**config.mk**
```make
export PLATFORM = sky130hd
export DESIGN_NAME = group_update_sequencer
export DESIGN_NICKNAME = d
export VERILOG_FILES = /design/src/rtl/group_update_sequencer.sv
export SDC_FILE = /design/constraint.sdc
export NUM_CORES = 1
export LEC_CHECK = 0
export BUFFER_PORTS_ARGS = -buffer_cell sky130_fd_sc_hd__clkbuf_2
export CELL_PAD_IN_SITES_DETAIL_PLACEMENT = 0
export CELL_PAD_IN_SITES_GLOBAL_PLACEMENT = 1
export CORE_UTILIZATION = 30
export CTS_CLUSTER_DIAMETER = 40
export DETAILED_ROUTE_END_ITERATION = 10
export PLACE_DENSITY_LB_ADDON = 0.12
export SLEW_MARGIN = 20
export SYNTH_ARGS = -nofsm -noshare
export SYNTH_HDL_FRONTEND = slang
export SYNTH_SLANG_ARGS = --single-unit
```
**constraint.sdc**
```tcl
create_clock -name clk -period 3.2 [get_ports clk]
set_clock_uncertainty 0.05 [all_clocks]
set_input_delay 0.64 -clock clk [delete_from_list [all_inputs] [get_ports clk]]
set_output_delay 0.64 -clock clk [all_outputs]
set_load 0.01 [all_outputs]
```
**src/rtl/group_update_sequencer.sv**
```systemverilog
// Purpose: walks the group code 0..NUM_GROUPS-1 into the update-order LUT and strobes each group after a settle window.
// Latency: start sampled at edge k gives group 0 live from cycle k+1; each group lasts SETTLE_CYCLES+1 cycles.
// Backpressure: none; stop is sticky and honoured only at a sweep boundary, start/num_sweeps ignored while busy.
module group_update_sequencer #(
  parameter int NUM_GROUPS    = 3,
  parameter int GROUP_W       = 3,
  parameter int SETTLE_CYCLES = 4,
  parameter int SWEEP_W       = 16
) (
  input  logic               clk,
  input  logic               rst,
  input  logic               start,
  input  logic               stop,
  input  logic [SWEEP_W-1:0] num_sweeps,
  output logic [GROUP_W-1:0] group_EN,
  output logic               group_valid,
  output logic               update_strobe,
  output logic               sweep_done,
  output logic               run_done,
  output logic               busy,
  output logic [SWEEP_W-1:0] sweep_count
);

  localparam int DWELL_W = (SETTLE_CYCLES > 1) ? $clog2(SETTLE_CYCLES) : 1;
  localparam logic [DWELL_W-1:0] DWELL_INIT = DWELL_W'(SETTLE_CYCLES - 1);
  localparam logic [GROUP_W-1:0] LAST_GROUP = GROUP_W'(NUM_GROUPS - 1);

  typedef enum logic [1:0] {
    IDLE   = 2'd0,
    SETTLE = 2'd1,
    UPDATE = 2'd2,
    DONE   = 2'd3
  } state_t;

  state_t               state_q, state_d;
  logic [GROUP_W-1:0]   group_q, group_d;
  logic [DWELL_W-1:0]   dwell_q, dwell_d;
  logic [SWEEP_W-1:0]   target_q, target_d;
  logic [SWEEP_W-1:0]   count_q, count_d;
  logic                 stop_pend_q, stop_pend_d;
  logic                 run_active_d;
  logic                 last_sweep;

  // Run ends after the last group when the programmed count is reached or a stop is (or was) requested.
  assign last_sweep = ((target_q != '0) && ((count_q + SWEEP_W'(1)) == target_q))
                      || stop_pend_q || stop;

  // Next-state, group, dwell and sweep bookkeeping.
  always_comb begin
    state_d     = state_q;
    group_d     = group_q;
    dwell_d     = dwell_q;
    target_d    = target_q;
    count_d     = count_q;
    stop_pend_d = stop_pend_q;
    case (state_q)
      IDLE: begin
        if (start) begin
          target_d = num_sweeps;
          count_d  = '0;
          group_d  = '0;
          dwell_d  = DWELL_INIT;
          state_d  = SETTLE;
        end
      end
      SETTLE: begin
        if (stop) stop_pend_d = 1'b1;
        if (dwell_q == '0) begin
          state_d = UPDATE;
        end else begin
          dwell_d = dwell_q - DWELL_W'(1);
        end
      end
      UPDATE: begin
        if (stop) stop_pend_d = 1'b1;
        if (group_q != LAST_GROUP) begin
          group_d = group_q + GROUP_W'(1);
          dwell_d = DWELL_INIT;
          state_d = SETTLE;
        end else begin
          count_d = count_q + SWEEP_W'(1);
          group_d = '0;
          if (last_sweep) begin
            state_d = DONE;
          end else begin
            dwell_d = DWELL_INIT;
            state_d = SETTLE;
          end
        end
      end
      DONE: begin
        stop_pend_d = 1'b0;
        state_d     = IDLE;
      end
      default: state_d = IDLE;
    endcase
  end

  assign run_active_d = (state_d == SETTLE) || (state_d == UPDATE);

  // State register plus outputs registered from the next-state decode.
  always_ff @(posedge clk) begin
    if (rst) begin
      state_q       <= IDLE;
      group_q       <= '0;
      dwell_q       <= '0;
      target_q      <= '0;
      count_q       <= '0;
      stop_pend_q   <= 1'b0;
      group_EN      <= '0;
      group_valid   <= 1'b0;
      update_strobe <= 1'b0;
      sweep_done    <= 1'b0;
      run_done      <= 1'b0;
      busy          <= 1'b0;
    end else begin
      state_q       <= state_d;
      group_q       <= group_d;
      dwell_q       <= dwell_d;
      target_q      <= target_d;
      count_q       <= count_d;
      stop_pend_q   <= stop_pend_d;
      group_EN      <= run_active_d ? group_d : '0;
      group_valid   <= run_active_d;
      update_strobe <= (state_d == UPDATE);
      sweep_done    <= (state_d == UPDATE) && (group_d == LAST_GROUP);
      run_done      <= (state_d == DONE);
      busy          <= run_active_d;
    end
  end

  assign sweep_count = count_q;

endmodule

```
==> qor.yml <==
drt_iter0_drc: 91
nNetsFinal: 400
place.gp.congestion: 0.791
ys_warn_count: 0
h-tree-depth: 2
io_buffers: 43
ys_types: 53
ys_seq_area_share_pct: 35.9
synth_seq_cells: 47
start_util_pct: 31.5
first_global_vias: 2360
avgSynthCellArea_sq_um: 8.02
fp.dieArea_sq_um: 9120
slew_viol_final: 0
cts_buffers: 5
async_flop_share_pct: 0
num_io_pins: 44
cts.sinks: 47
grt_pass1_wl_microns: 11800
drc: 0
ctsRootBufferMaster: "clkbuf_8"
hold_path.class: "flip-flop to flip-flop"
drv_cap: 0
cp-start-kind: "flip-flop"
via_count: 2412
power_density_nw_per_um2: 456
dp_hpwl_microns: 5060
synth.cell_area_sq_um: 2620
fp-row-count: 33
core_area_sq_um: 8340
crit_path_top_delay_cell: "or4_1"
crit_type: "flip-flop to flip-flop"
max_slew_margin_pct: 37.7
finalSetupViolCount: 0
dr.pass1.iters: 4
diodes: 0
fp.dieH_microns: 95.5
wl_per_cell_microns: 14.8
ant_nets: 0
synth_edf_count: 0
crit_path_end_kind: "flip-flop"
path_cells: "ha_4 -> or2_2 -> o211ai_1 -> a31oi_1 -> or4_1 -> nor4_2 -> o31ai_1 -> a22oi_1 -> ha_1 -> nor2b_1 -> nand3_1 -> nor2_1"
cts_tree: "done"
dieWidth_microns: 95.5
wirelength_microns: 7050
via_per_inst: 5.06
worst_slew_pin_slew_ns: 0.935
final_core_util_pct: 37.3
overflow: 0
antenna_found_initial: 0
peakVddDrop_v: 0.000143
cpPeakStageDelay_ns: 0.60
period_minus_slack_ns: 2.86
cp.required_ns: 3.39
p_total_mw: 1.42
grt.total_usage_pct: 16.8
syn_to_final_growth_pct: 18.5
synthFlopType: "dfxtp_1"
status: "completed"
leakage_nw: 1.28
finalHoldViolCount: 0
critPathMaxFanout: 7
grt_max_degree: 44
clk_path_buf_depth: 2
path_clk_slew_ns: 0.09
finalSetupTns_ns: 0
post_route_cells_drive_above_1_share_pct: 23.1
ctsHoldBuffers: 0
insertion_delay_ns: 0.30
fmax_mhz: 350
netlist_instances: 327
finalCritPeriodShare_pct: 89.4
cp.arrival_ns: 3.05
syn_nets: 356
synthesized netlist by cell type (2+ instances only):
master	instances	area share (%)
and3_1	2	0.48
nand4_1	5	1.2
a21oi_1	31	5.9
inv_1	9	1.3
nand2b_1	5	1.2
a21o_1	2	0.57
clkbuf_1	12	1.7
or4_1	2	0.57
nor3b_1	3	0.86
dfxtp_1	47	36
nor4_1	9	2.1
buf_6	3	1.3
nand2_1	52	7.4
nand4b_1	2	0.67
buf_2	3	0.57
nand3_1	8	1.5
a31oi_1	3	0.72
a221oi_1	3	1.0
o21ai_0	15	2.9
o22ai_1	3	0.72
a22oi_1	4	1.1
nor2_1	25	3.6
nor2b_1	5	1.2
clkbuf_2	2	0.38
xnor2_1	15	5.0
ha_1	9	4.3
and2_1	3	0.72
a41oi_1	2	0.67
o211a_1	3	1.1
xor2_1	6	2.0
nor3_1	9	1.7
and4_1	2	0.67
a311oi_1	3	1.0
area by class of cell:
class                      instances  area, sq um
sequential                        47          947
multi-input combinational        249         1570
clock inverter                     2         13.8
fill                             927         5230
tap                              105          131
inverter                           9         33.8
clock buffer                       6         82.6
timing repair buffer              59          335
cell families after synthesis:
family	synth area share (%)
compound gates	17.2
xor+xnor	7.01
fa+ha+maj	4.29
buf+inv	5.91
flops	35.9
mux	0.811
simple gates	28.9
report_power, final:
part / total (mW) / internal (mW) / switching (mW)
Clock: 0.389 / 0.177 / 0.212
Sequential: 0.671 / 0.630 / 0.0409
Combinational: 0.357 / 0.135 / 0.222
Total: 1.42 / 0.942 / 0.475
sequential cells by signal (all words and copies together) (netlist names):
name and cells:
sweep_done 1, dwell_q 2, busy 1, group_EN 3, update_strobe 1, state_q 2, sweep_count 16, run_done 1
stop_pend_q 1, group_q 3, target_q 16
stage by stage:
step	hold slack, ns	cells	instance area [sq um]	setup WS, ns
after floorplan	0.406	327	2620	0.395
after global placement	0.428	467	2950	0.184
after detailed placement	0.430	467	2950	0.141
after CTS	0.446	475	3050	0.102
after global routing	0.473	477	3110	-0.00552
final	0.443	477	3110	0.341
timing repair:
item	in CTS	in global routing
endpoints found under the setup margin	0	6
resized for setup	0	11
buffers inserted	0	2
placed cells by master (no fill, tap or decap), drive strengths merged, types with 6 or more instances in the layout:
master	netlist	routed
buf	7	16
inv	9	10
dfxtp	47	47
nand2	52	52
nor3	10	10
nand4	6	6
clkbuf	14	49
nor4	10	10
nand3	9	9
nor2	26	26
xor2	6	6
o21ai	15	15
ha	9	9
a21oi	31	31
xnor2	15	15
path summary, 6_finish.rpt:
check,slack [ns],endpoint,cells past startpoint,startpoint
max reg2reg,0.34,sweep_done,12,sweep_count[1]
max,0.34,sweep_done,12,sweep_count[1]
min,0.44,target_q[0],2,target_q[0]
min reg2reg,0.44,target_q[0],2,target_q[0]
worst max-delay path, delay by kind of cell (launching register included):
| kind | cells | cell delay (ns) |
|---|---|---|
| AO/OA/AOI/OAI | 4 | 0.61 |
| AND/OR/NAND/NOR | 6 | 1.42 |
| flip-flops | 1 | 0.36 |
| adder cells (fa/ha/maj) | 2 | 0.37 |
routing by layer:
| metal | global-route usage (%) | share of wire (%) | vias up |
|---|---|---|---|
| met5 | 0 | 0 | - |
| met4 | 4.98 | 1.8 | 0 |
| met3 | 2.95 | 4.5 | 8 |
| met2 | 26.5 | 44 | 53 |
| met1 | 23.2 | 50 | 1116 |
| li1 | - | - | 1235 |
Note: power is estimated with default switching activity, not from simulation.
